<file path="src/rtl/gao_capture_ctrl_if.sv">
// ---------------------------------------------------------------------------
// gao_capture_ctrl_if
//   Bundles the control, probe, RAM-write and status signals of the capture
//   sequencer so that the sequencer and whoever drives it share one port.
//
//   Handshake: there is no valid/ready pair on this bus. arm and abort are
//   single-cycle request pulses sampled on the rising clock edge; abort has
//   priority over arm. mem_we qualifies mem_waddr/mem_wdata on every cycle it
//   is high; the RAM is always ready and never back-pressures.
//
//   Modports
//     master : drives arm, abort, probe, trig_mask, trig_value, pre_len;
//              observes RAM-write and status outputs.
//     slave  : the sequencer itself (mirror of master).
//   state_dbg exposes the sequencer state encoding
//   (0 IDLE, 1 PRE, 2 WAIT, 3 POST, 4 DONE).
// ---------------------------------------------------------------------------
interface gao_capture_ctrl_if #(
  parameter int DATA_W = 7,
  parameter int ADDR_W = 4
);
  logic              arm;
  logic              abort;
  logic [DATA_W-1:0] probe;
  logic [DATA_W-1:0] trig_mask;
  logic [DATA_W-1:0] trig_value;
  logic [ADDR_W-1:0] pre_len;

  logic              mem_we;
  logic [ADDR_W-1:0] mem_waddr;
  logic [DATA_W-1:0] mem_wdata;
  logic              busy;
  logic              triggered;
  logic              done;
  logic [ADDR_W-1:0] trig_addr;
  logic [ADDR_W-1:0] start_addr;
  logic [2:0]        state_dbg;

  modport master (
    output arm, abort, probe, trig_mask, trig_value, pre_len,
    input  mem_we, mem_waddr, mem_wdata, busy, triggered, done,
           trig_addr, start_addr, state_dbg
  );

  modport slave (
    input  arm, abort, probe, trig_mask, trig_value, pre_len,
    output mem_we, mem_waddr, mem_wdata, busy, triggered, done,
           trig_addr, start_addr, state_dbg
  );
endinterface

</file>
<file path="src/rtl/gao_capture_ctrl.sv">
// ---------------------------------------------------------------------------
// gao_capture_ctrl
//   Trigger/capture sequencer for the on-chip probe bus. On arm it records
//   pre_len pre-trigger samples into a DEPTH-entry circular RAM, keeps
//   writing until the masked trigger compare matches, then fills the rest of
//   the RAM so that exactly DEPTH samples around the trigger are retained.
//   trig_addr / start_addr tell the readout where the trigger sample and the
//   oldest valid sample live.
//
//   Ports
//     clk, rst  : single clock, synchronous active-high reset
//     bus       : gao_capture_ctrl_if.slave
//                 in : arm, abort, probe, trig_mask, trig_value, pre_len
//                 out: mem_we, mem_waddr, mem_wdata, busy, triggered, done,
//                      trig_addr, start_addr, state_dbg
// ---------------------------------------------------------------------------
module gao_capture_ctrl #(
  parameter int DATA_W = 7,
  parameter int ADDR_W = 4
) (
  input  logic              clk,
  input  logic              rst,
  gao_capture_ctrl_if.slave bus
);

  typedef enum logic [2:0] {
    S_IDLE = 3'd0,
    S_PRE  = 3'd1,
    S_WAIT = 3'd2,
    S_POST = 3'd3,
    S_DONE = 3'd4
  } state_t;

  localparam logic [ADDR_W-1:0] ONE  = ADDR_W'(1);
  localparam logic [ADDR_W-1:0] LAST = '1;  // DEPTH-1

  state_t            state;
  state_t            state_nxt;
  logic [DATA_W-1:0] probe_q;
  logic [ADDR_W-1:0] mem_waddr;
  logic [ADDR_W-1:0] trig_addr;
  logic [ADDR_W-1:0] start_addr;
  logic [ADDR_W-1:0] pre_cnt;
  logic [ADDR_W-1:0] post_cnt;
  logic [DATA_W-1:0] mask_l;
  logic [DATA_W-1:0] value_l;
  logic [ADDR_W-1:0] pre_len_l;
  logic              active;     // PRE/WAIT/POST: RAM is being written
  logic              done;
  logic              triggered;
  logic              match;

  // Compare is made on the sample being written this cycle (probe_q).
  assign match = ((probe_q ^ value_l) & mask_l) == '0;

  always_comb begin
    state_nxt = state;
    if (bus.abort) begin
      state_nxt = S_IDLE;
    end else begin
      case (state)
        S_IDLE, S_DONE: begin
          if (bus.arm) state_nxt = (bus.pre_len == '0) ? S_WAIT : S_PRE;
        end
        S_PRE: begin
          if (pre_cnt + ONE == pre_len_l) state_nxt = S_WAIT;
        end
        S_WAIT: begin
          // No post-trigger writes remain when pre_len fills all but one slot.
          if (match) state_nxt = (pre_len_l == LAST) ? S_DONE : S_POST;
        end
        S_POST: begin
          if (post_cnt == ONE) state_nxt = S_DONE;
        end
        default: state_nxt = S_IDLE;
      endcase
    end
  end

  always_ff @(posedge clk) begin
    if (rst) begin
      state      <= S_IDLE;
      probe_q    <= '0;
      mem_waddr  <= '0;
      trig_addr  <= '0;
      start_addr <= '0;
      pre_cnt    <= '0;
      post_cnt   <= '0;
      mask_l     <= '0;
      value_l    <= '0;
      pre_len_l  <= '0;
      active     <= 1'b0;
      done       <= 1'b0;
      triggered  <= 1'b0;
    end else begin
      probe_q <= bus.probe;
      state   <= state_nxt;
      active  <= (state_nxt == S_PRE) || (state_nxt == S_WAIT) || (state_nxt == S_POST);
      done    <= (state_nxt == S_DONE);

      if (bus.abort) begin
        // trig_addr/start_addr deliberately survive an abort.
        triggered <= 1'b0;
      end else begin
        case (state)
          S_IDLE, S_DONE: begin
            if (bus.arm) begin
              mem_waddr <= '0;
              pre_cnt   <= '0;
              triggered <= 1'b0;
              mask_l    <= bus.trig_mask;
              value_l   <= bus.trig_value;
              pre_len_l <= bus.pre_len;
            end
          end
          S_PRE: begin
            mem_waddr <= mem_waddr + ONE;
            pre_cnt   <= pre_cnt + ONE;
          end
          S_WAIT: begin
            mem_waddr <= mem_waddr + ONE;
            if (match) begin
              trig_addr  <= mem_waddr;
              start_addr <= mem_waddr - pre_len_l;  // wraps mod DEPTH
              triggered  <= 1'b1;
              post_cnt   <= LAST - pre_len_l;
            end
          end
          S_POST: begin
            mem_waddr <= mem_waddr + ONE;
            post_cnt  <= post_cnt - ONE;
          end
          default: ;
        endcase
      end
    end
  end

  assign bus.mem_we     = active;
  assign bus.busy       = active;
  assign bus.mem_waddr  = mem_waddr;
  assign bus.mem_wdata  = probe_q;
  assign bus.done       = done;
  assign bus.triggered  = triggered;
  assign bus.trig_addr  = trig_addr;
  assign bus.start_addr = start_addr;
  assign bus.state_dbg  = state;

endmodule
</file>
<file path="src/flat_wrapper.sv">
// flat-port wrapper written by rule: the top's interface ports become plain ports
module gao_capture_ctrl_flat 
#(
  parameter int DATA_W = 7,
  parameter int ADDR_W = 4
)
  (clk, rst, bus_arm, bus_abort, bus_probe, bus_trig_mask, bus_trig_value, bus_pre_len, bus_mem_we, bus_mem_waddr, bus_mem_wdata, bus_busy, bus_triggered, bus_done, bus_trig_addr, bus_start_addr, bus_state_dbg);
  gao_capture_ctrl_if #(.DATA_W(DATA_W), .ADDR_W(ADDR_W)) bus_i ();
  input  logic clk;
  input  logic rst;
  input wire logic [$bits(bus_i.arm)-1:0] bus_arm;
  input wire logic [$bits(bus_i.abort)-1:0] bus_abort;
  input wire logic [$bits(bus_i.probe)-1:0] bus_probe;
  input wire logic [$bits(bus_i.trig_mask)-1:0] bus_trig_mask;
  input wire logic [$bits(bus_i.trig_value)-1:0] bus_trig_value;
  input wire logic [$bits(bus_i.pre_len)-1:0] bus_pre_len;
  output wire logic [$bits(bus_i.mem_we)-1:0] bus_mem_we;
  output wire logic [$bits(bus_i.mem_waddr)-1:0] bus_mem_waddr;
  output wire logic [$bits(bus_i.mem_wdata)-1:0] bus_mem_wdata;
  output wire logic [$bits(bus_i.busy)-1:0] bus_busy;
  output wire logic [$bits(bus_i.triggered)-1:0] bus_triggered;
  output wire logic [$bits(bus_i.done)-1:0] bus_done;
  output wire logic [$bits(bus_i.trig_addr)-1:0] bus_trig_addr;
  output wire logic [$bits(bus_i.start_addr)-1:0] bus_start_addr;
  output wire logic [$bits(bus_i.state_dbg)-1:0] bus_state_dbg;
  assign bus_i.arm = bus_arm;
  assign bus_i.abort = bus_abort;
  assign bus_i.probe = bus_probe;
  assign bus_i.trig_mask = bus_trig_mask;
  assign bus_i.trig_value = bus_trig_value;
  assign bus_i.pre_len = bus_pre_len;
  assign bus_mem_we = bus_i.mem_we;
  assign bus_mem_waddr = bus_i.mem_waddr;
  assign bus_mem_wdata = bus_i.mem_wdata;
  assign bus_busy = bus_i.busy;
  assign bus_triggered = bus_i.triggered;
  assign bus_done = bus_i.done;
  assign bus_trig_addr = bus_i.trig_addr;
  assign bus_start_addr = bus_i.start_addr;
  assign bus_state_dbg = bus_i.state_dbg;
  gao_capture_ctrl #(.DATA_W(DATA_W), .ADDR_W(ADDR_W)) u_core (.clk(clk), .rst(rst), .bus(bus_i));
endmodule
</file>
<file path="config.mk">
export PLATFORM = sky130hd
export DESIGN_NAME = gao_capture_ctrl_flat
export DESIGN_NICKNAME = d
export VERILOG_FILES = /design/src/rtl/gao_capture_ctrl_if.sv /design/src/rtl/gao_capture_ctrl.sv /design/src/flat_wrapper.sv
export SDC_FILE = /design/constraint.sdc
export NUM_CORES = 1
export LEC_CHECK = 0
export CORE_UTILIZATION = 51
export CTS_BUF_LIST = sky130_fd_sc_hd__clkbuf_8
export DETAILED_ROUTE_END_ITERATION = 16
export PLACE_DENSITY = 0.88
export SYNTH_ARGS = -nofsm -noshare
export SYNTH_HDL_FRONTEND = slang
export SYNTH_SLANG_ARGS = --single-unit
</file>
<file path="constraint.sdc">
create_clock -name clk -period 5.7 [get_ports clk]
set_input_delay 0.57 -clock clk [delete_from_list [all_inputs] [get_ports clk]]
set_output_delay 0.57 -clock clk [all_outputs]
set_load 0.05 [all_outputs]
</file>
== Word-level counts from Yosys, hierarchy flattened ==
Cells that the tools add are included.
Storage, ports and cells
  register bits after elaboration: 51
  input bits: 29
  output and inout bits: 26
  word-level logic and storage cells: 68
Operators by class
  add/sub/neg operators: 5
  equal/unequal tests: 13
  muxes and demuxes: 16
  bitwise logic cells: 3
  reductions and logical operators: 18
Operators by type and width (count)
  case mux 4 bit (2 select lines): 3
  2-to-1 mux 3 bit: 6
  AND reduction 3 bit: 6
  == test 3 x 2 -> 1 bit, second input constant: 4
  case mux 3 bit (4 select lines): 1
  adder 4 x 1 -> 4 bit, second input constant: 2
  2-to-1 mux 4 bit: 2
  nonzero test 2 bit: 4
  AND 7 bit: 1
  logical NOT 7 bit: 1
  bitwise XOR 7 bit: 1
  == test 3 x 1 -> 1 bit, second input constant: 2
  == test 3 bit, second input constant: 2
  == test 4 x 1 -> 1 bit, second input constant: 1
  == test 4 bit: 1
  == test 4 bit, second input constant: 1
  logical NOT 4 bit: 1
  OR reduction 2 bit: 2
  subtractor 4 x 1 -> 4 bit, second input constant: 1
  subtractor 4 bit: 1
  subtractor 4 bit, first input constant: 1
  logical NOT 3 bit: 1
  OR reduction 3 bit: 1
  logical OR 1 bit: 2
  6 further kinds: 7

== Depth between registers and ports, before layout ==
Gate-level depths: netlist (run 1).
  depth in word-level cells: 9
  mapped depth: 7
  mapped depth without buffers: 7

== Worst setup path before layout (run 1) ==
No wires, ideal clock.
  kind: reg-to-reg
  start: register u_core.probe_q[1] (netlist: u_core.bus.mem_wdata[1])
  end: register u_core.post_cnt[0]
  library setup time: 70 ps
  arrival: 2127 ps
  required time: 5630 ps
  slack: 3503 ps
  stages on the path, launching flop included: 6
  buffers on the path: 0
  period minus slack after synthesis: 2197 ps
  cells stage by stage: dfxtp_1 -> xor2_1 -> a222oi_1 -> a31oi_1 -> or4_1 -> a21oi_1
Between the ends
  word-level cells in the longest chain between the ends: 5
RTL lines
  start, declared: line gao_capture_ctrl.sv:39  | logic [DATA_W-1:0] probe_q;
  start signal, assigned: line gao_capture_ctrl.sv:96  | probe_q <= bus.probe;
  bitwise XOR 7 bit: line gao_capture_ctrl.sv:54  | assign match = ((probe_q ^ value_l) & mask_l) == '0;
  AND 7 bit: line gao_capture_ctrl.sv:54
  logical NOT 7 bit: line gao_capture_ctrl.sv:54
  != test 2 x 1 -> 1 bit (no line)
  AND reduction 3 bit (no line)
  end signal, assigned: line gao_capture_ctrl.sv:126  | post_cnt <= LAST - pre_len_l;
  end signal, assigned: line gao_capture_ctrl.sv:131  | post_cnt <= post_cnt - ONE;
  end, declared: line gao_capture_ctrl.sv:44  | logic [ADDR_W-1:0] post_cnt;
Every way passes these cells.
A chain may end at the register's enable or synchronous reset.

== Final worst setup path (run 1) ==
  start: register u_core.state[0] (netlist: u_core.bus.state_dbg[0])
  end: output port bus_state_dbg[0]
RTL lines
  start, declared: line gao_capture_ctrl.sv:37  | state_t state;
  start signal, assigned: line gao_capture_ctrl.sv:97  | state <= state_nxt;
  end, declared: line flat_wrapper.sv:25  | output wire logic [$bits(bus_i.state_dbg)-1:0] bus_state_dbg;
No word-level cell between the ends.

==> results of run 1 <==
-- layout make-up --
cell class	count	share of cell area (%)
repair buffers	56	18.4
clock inverters	2	1.25
inverters	9	1.12
flip-flops and latches	51	33.9
well taps	52	2.16
clock buffers	5	2.28
multi-input cells	204	40.9
-- where the power goes --
part / switching (W) / internal (W) / leakage [nW] / total [W]
Sequential: 0.0000101 / 0.000366 / 0.415 / 0.000376
Combinational: 0.0000522 / 0.0000427 / 0.624 / 0.0000948
Clock: 0.000117 / 0.000128 / 0.0502 / 0.000246
Total: 0.000180 / 0.000537 / 1.09 / 0.000717
-- Yosys cell counts (all sizes together), types with 2 or more instances --
cell	n
a21oi	34
a221oi	2
a22oi	4
a311oi	2
a31oi	2
buf	3
clkbuf	15
dfxtp	51
ha	7
inv	9
nand2	42
nand2b	3
nand3	6
nand4	4
nor2	14
nor2b	12
nor3	5
nor3b	3
nor4	3
o21ai	17
o311ai	2
o31ai	2
o41ai	2
or4	3
xnor2	6
xor2	11
-- worst min-delay path by stage --
stage                     start               end  slack [ns]  cells after the start
3_3_place_gp   u_core.mask_l[3]  u_core.mask_l[3]        0.44                      2
2_1_floorplan  u_core.mask_l[4]  u_core.mask_l[4]        0.44                      2
5_1_grt        u_core.mask_l[0]  u_core.mask_l[0]        0.48                      2
6_report       u_core.mask_l[2]  u_core.mask_l[2]        0.46                      2
3_5_place_dp   u_core.mask_l[0]  u_core.mask_l[0]        0.45                      2
4_1_cts        u_core.mask_l[0]  u_core.mask_l[0]        0.46                      2
-- per-stage QoR --
stage,area [sq um],power (W),hold WS [ns],cells
2_1_floorplan,2360,0.000440,0.436,282
3_3_place_gp,2910,0.000477,0.442,372
3_5_place_dp,2910,0.000479,0.449,372
4_1_cts,3010,0.000719,0.461,379
5_1_grt,3010,0.000746,0.479,379
6_report,3010,0.000717,0.463,379
-- routing by layer --
metal  part of all wire, %  vias to the layer above  global-route usage (%)
li1                      -                     1075                       -
met1                    43                      981                    27.6
met2                    48                       98                    35.8
met3                   7.6                       10                    6.20
met4                   1.9                        0                    10.0
met5                     0                        -                       0
-- cells in the final DEF, fill, tap and decap left out, types with 2 or more instances in the layout --
| master | n |
|---|---|
| a221oi_1 | 2 |
| inv_1 | 9 |
| nand2b_1 | 3 |
| clkbuf_8 | 5 |
| xor2_1 | 11 |
| nor2_1 | 14 |
| nand2_1 | 42 |
| or4_1 | 3 |
| clkdlybuf4s50_1 | 54 |
| a21oi_1 | 34 |
| buf_4 | 2 |
| nor3b_1 | 3 |
| nand4_1 | 4 |
| o41ai_1 | 2 |
| dfxtp_1 | 51 |
| xnor2_1 | 6 |
| nand3_1 | 6 |
| a22oi_1 | 4 |
| a311oi_1 | 2 |
| a31oi_1 | 2 |
| nor4_1 | 3 |
| ha_1 | 7 |
| nor3_1 | 5 |
| o311ai_0 | 2 |
| o31ai_1 | 2 |
| nor2b_1 | 12 |
| o21ai_0 | 17 |
-- registers in the layout, summed over array words and instances, names as in the netlist, 3 cells and up --
signal	count
u_core.pre_len_l	4
u_core.bus.mem_wdata	7
u_core.value_l	7
u_core.bus.trig_addr	4
u_core.bus.mem_waddr	4
u_core.bus.start_addr	4
u_core.bus.state_dbg	3
u_core.mask_l	7
u_core.post_cnt	4
u_core.pre_cnt	4
-- logic make-up (layout without fill, tap and decap cells) --
logic type,Yosys count,count (layout)
adder cells (fa/ha/maj),8,8
multiplexers,1,1
XOR/XNOR,17,17
buffers and inverters,27,72
AND/OR/NAND/NOR,103,103
AO/OA/AOI/OAI,75,75
flip-flops,51,51
==> out/metrics.csv, run 1 <==
metric,value,unit
status,finished clean,
chipHeight,70.0,um
core_area,4410,sq um
crit_chain,clkdlybuf4s50_1,
fin_ws,3.27,ns
fin_nets,364,
synth.avg_cell_area,8.37,sq um
drive_above_1_share,3.67,%
slew_viol_final,0,
syn_area,2360,sq um
skew,0.00557,ns
hold_path.class,reg -> reg,
detail_route.first_pass.iterations,4,
cp_num_buf_inv,1,
hpwl,3690,um
die_area,4900,sq um
leakage,1.09,nW
fin_crit_sh,42.6,%
multi_input_area,1230,sq um
path_clk_slew,0.09,ns
path_depth,1,
fin_tns_setup,0,ns
cts_buffers,5,
synth_mux_area_share,0.477,%
seq_area_frac_synth,43.3,%
insertion_delay,0.31,ns
yosys_warnings,0,
fmax,412,MHz
initial_core_util,53.5,%
cp.required,5.13,ns
cts_hold_buf,0,
io_buffers,54,
synthCells,282,
cts-root-buf,clkbuf_8,
maxCapViolCount,0,
drc_errors,0,
ios,55,
start_kind,register,
crit_fanout,16,
crit_start,u_core.bus.state_dbg[0],
critPathMaxStageDelay,0.90,ns
r2r_start,u_core.value_l[1],
synth_edf_count,0,
synth-xor-area-share,6.31,%
dp_slack,3.12,ns
antenna_cells,0,
utilization,68.3,%
cts_sinks,51,
rsz0062_at_grt,no,
grt_overflow,0,
cp_slowest_cell,clkdlybuf4s50_1,
synth_top_area_share,43.3,%
rows,24,
synth_top_family_by_area,simple AND/OR/NAND/NOR gates,
ys_seq_elements,51,
r2r_setup_slack,3.46,ns
r2r_cells,5,
grt_pass1_vias,1962,
n_fill_cell,356,
cts_max_path_buffers,2,
cts_setup_buffers,0,
hold_viol,0,
grt_usage,22.2,%
yosys-top-cells-area,"dfxtp_1 (43%), a21oi_1 (7.2%), nand2_1 (6.7%), xor2_1 (4.1%), ha_1 (3.7%)",
max-slew-margin-rel,51.9,%
drt_wl_total,5190,um
cp.arrival,1.86,ns
cts_resized,0,
peakVddDrop,0.152,mV
synth_top_area_cell,dfxtp_1,
wl_per_cell,13.7,um
p_per_area,238,nW/um^2
via_count,2164,
cpLargestDelayFamily,buffers and inverters,
synth-async-reset-ratio,0,%
antenna_left,0,
die_w,70.0,um
syn_to_final_growth,27.7,%
reg2reg_to,u_core.bus.start_addr[3],
htree_levels,2,
setup_violations,0,
grt_pass1_wl,8640,um
synth.distinct_cells,46,
via_per_inst,5.71,
seq_area,1020,sq um
crit_path_end_kind,output pin,
synth-main-ff-cell,dfxtp_1,
finalCriticalPeriod,2.43,ns
synth-simple-area-share,21.8,%
grt_max_degree,49,
antenna_found_initial,0,
gp_congestion,0.835,
cts_tree,yes,
synth_fa_ha_area_share,4.56,%
syn_nets,319,
worstMarginPinSlew,0.712,ns
path_class,reg -> out,
crit_end,bus_state_dbg[0],
first_iter_violations,158,
synth_compound_area_share,19.1,%
No activity file was read; power rests on OpenSTA's default activity.
==> inputs of run 2 (changes only) <==
clock period = 2.31 ns   (was 5.7 ns; I/O delays follow)
==> out/metrics.csv, run 2 (synthesis results as in run 1) <==
metric,value,unit,change
layout_commonest_cell,clkdlybuf4s50_1,,unchanged
cts_tree,yes,,unchanged
cts_hold_buf,0,,unchanged
crit_chain,ha_1 > xor2_1 > or4_1 > a221oi_1 > a211oi_1,,was clkdlybuf4s50_1
io_buffers,54,,unchanged
clkPwrFrac,30.1,%,was 34.3%
grt_usage,24.9,%,was 22.2%
peakVddDrop,0.367,mV,was 0.152 mV
ios,55,,unchanged
fin_tns_setup,0,ns,unchanged
setup_violations,0,,unchanged
syn_to_final_growth,30.1,%,was 27.7%
hold_viol,0,,unchanged
utilization,69.6,%,was 68.3%
cp.arrival,2.19,ns,was 1.86 ns
hpwl,4160,um,was 3690 um
antenna_cells,0,,unchanged
switching_share,25.6,%,was 25.1%
final_cell_mix,"clkdlybuf4s50_1 (54), dfxtp_1 (51), nand2_1 (42)",,unchanged
start_kind,register,,unchanged
core_area,4410,sq um,unchanged
grt_pass1_vias,2178,,was 1962
via_per_inst,5.72,,was 5.71
p_switching,0.000432,W,was 0.000180 W
n_fill_cell,367,,was 356
cts-root-buf,clkbuf_8,,unchanged
p_per_area,549,nW/um^2,was 238 nW/um^2
finalCriticalPeriod,2.02,ns,
seqPwrFrac,54.9,%,was 52.5%
path_clk_slew,0.09,ns,about the same
cts_resized,0,,unchanged
hold_path.class,reg -> reg,,unchanged
antenna_left,0,,unchanged
rows,24,,unchanged
insertion_delay,0.30,ns,was 0.31 ns
grt_pass1_wl,9810,um,was 8640 um
cts_max_path_buffers,2,,unchanged
cts_buffers,5,,unchanged
via_count,2227,,was 2164
skew,0.00353,ns,was 0.00557 ns
cp_slowest_cell,or4_1,,was clkdlybuf4s50_1
status,finished clean,,unchanged
maxCapViolCount,0,,unchanged
leakage,1.13,nW,was 1.09 nW
rsz0062_at_grt,no,,unchanged
chipHeight,70.0,um,unchanged
htree_levels,2,,unchanged
critPathMaxStageDelay,0.52,ns,was 0.90 ns
antenna_found_initial,0,,unchanged
slew_viol_final,0,,unchanged
cts_sinks,51,,unchanged
crit_fanout,5,,was 16
initial_core_util,53.5,%,unchanged
pwr-share-comb,14.9,%,was 13.2%
first_iter_violations,182,,was 158
path_class,reg -> reg,,was reg -> out
fin_nets,374,,was 364
die_w,70.0,um,unchanged
grt_overflow,0,,unchanged
wl_per_cell,14.7,um,was 13.7 um
drc_errors,0,,unchanged
p_int,0.00125,W,was 0.000537 W
fmax,495,MHz,
fin_crit_sh,87.4,%,
gp_congestion,0.863,,was 0.835
grt_max_degree,23,,was 49
die_area,4900,sq um,unchanged
cp.required,2.48,ns,was 5.13 ns
detail_route.first_pass.iterations,4,,unchanged
crit_path_end_kind,register,,was output pin
drt_wl_total,5720,um,was 5190 um
max-slew-margin-rel,58.8,%,was 51.9%
worstMarginPinSlew,0.615,ns,was 0.712 ns
drive_above_1_share,6.53,%,was 3.67%
==> run 2: per-layer routing <==
layer | up-vias | track usage, % | wire, um
met3 | 11 | 5.63 | 387
met4 | 0 | 10.4 | 106
met2 | 99 | 41.8 | 2810
met1 | 1024 | 30.7 | 2420
li1 | 1093 | - | -
met5 | - | 0 | 0
==> run 2: repair_timing <==
action	in CTS	in global routing
setup endpoints to repair	0	5
setup buffers	0	1
hold endpoints to repair	0	0
==> run 2: per-stage QoR <==
stage,hold WS (ns),setup WS [ns],instance area [sq um],total power [W],std cells
3_3_place_gp,0.443,0.171,2980,0.00119,381
6_report,0.462,0.291,3070,0.00169,389
2_1_floorplan,0.359,0.113,2360,0.00109,282
5_1_grt,0.473,0.179,3070,0.00176,389
4_1_cts,0.464,0.0717,3060,0.00170,388
3_5_place_dp,0.452,0.106,2980,0.00119,381
==> run 2: cell type report <==
cell class | instances | area (sq um) | share of cell area, %
multi-input combinational | 204 | 1230 | 40.1
timing repair buffer | 66 | 631 | 20.5
tap | 52 | 65.1 | 2.12
clock buffer | 6 | 82.6 | 2.69
clock inverter | 1 | 5.00 | 0.163
sequential | 51 | 1020 | 33.3
inverter | 9 | 33.8 | 1.10
==> run 2: worst max-delay path: cells and delay by family (launching register included) <==
kind,cells,cell delay [ns]
adder cells (fa/ha/maj),1,0.29
flip-flops,1,0.44
XOR/XNOR,1,0.16
AO/OA/AOI/OAI,2,0.48
AND/OR/NAND/NOR,1,0.52
==> run 2: worst paths after layout <==
| check | startpoint | endpoint | slack [ns] | depth (start not counted) |
|---|---|---|---|---|
| hold reg to reg | u_core.mask_l[2] | u_core.mask_l[2] | 0.46 | 2 |
| hold / removal | u_core.mask_l[2] | u_core.mask_l[2] | 0.46 | 2 |
| setup reg to reg | u_core.pre_cnt[0] | u_core.bus.busy | 0.29 | 5 |
| setup / recovery | u_core.pre_cnt[0] | u_core.bus.busy | 0.29 | 5 |
==> run 2: power by group through the flow <==
stage	clock network [W]	logic (W)	registers [W]
after floorplan	0	0.000112	0.000974
after global placement	0	0.000243	0.000945
after detailed placement	0	0.000248	0.000946
after CTS	0.000522	0.000250	0.000926
after global routing	0.000558	0.000274	0.000929
final	0.000507	0.000252	0.000926
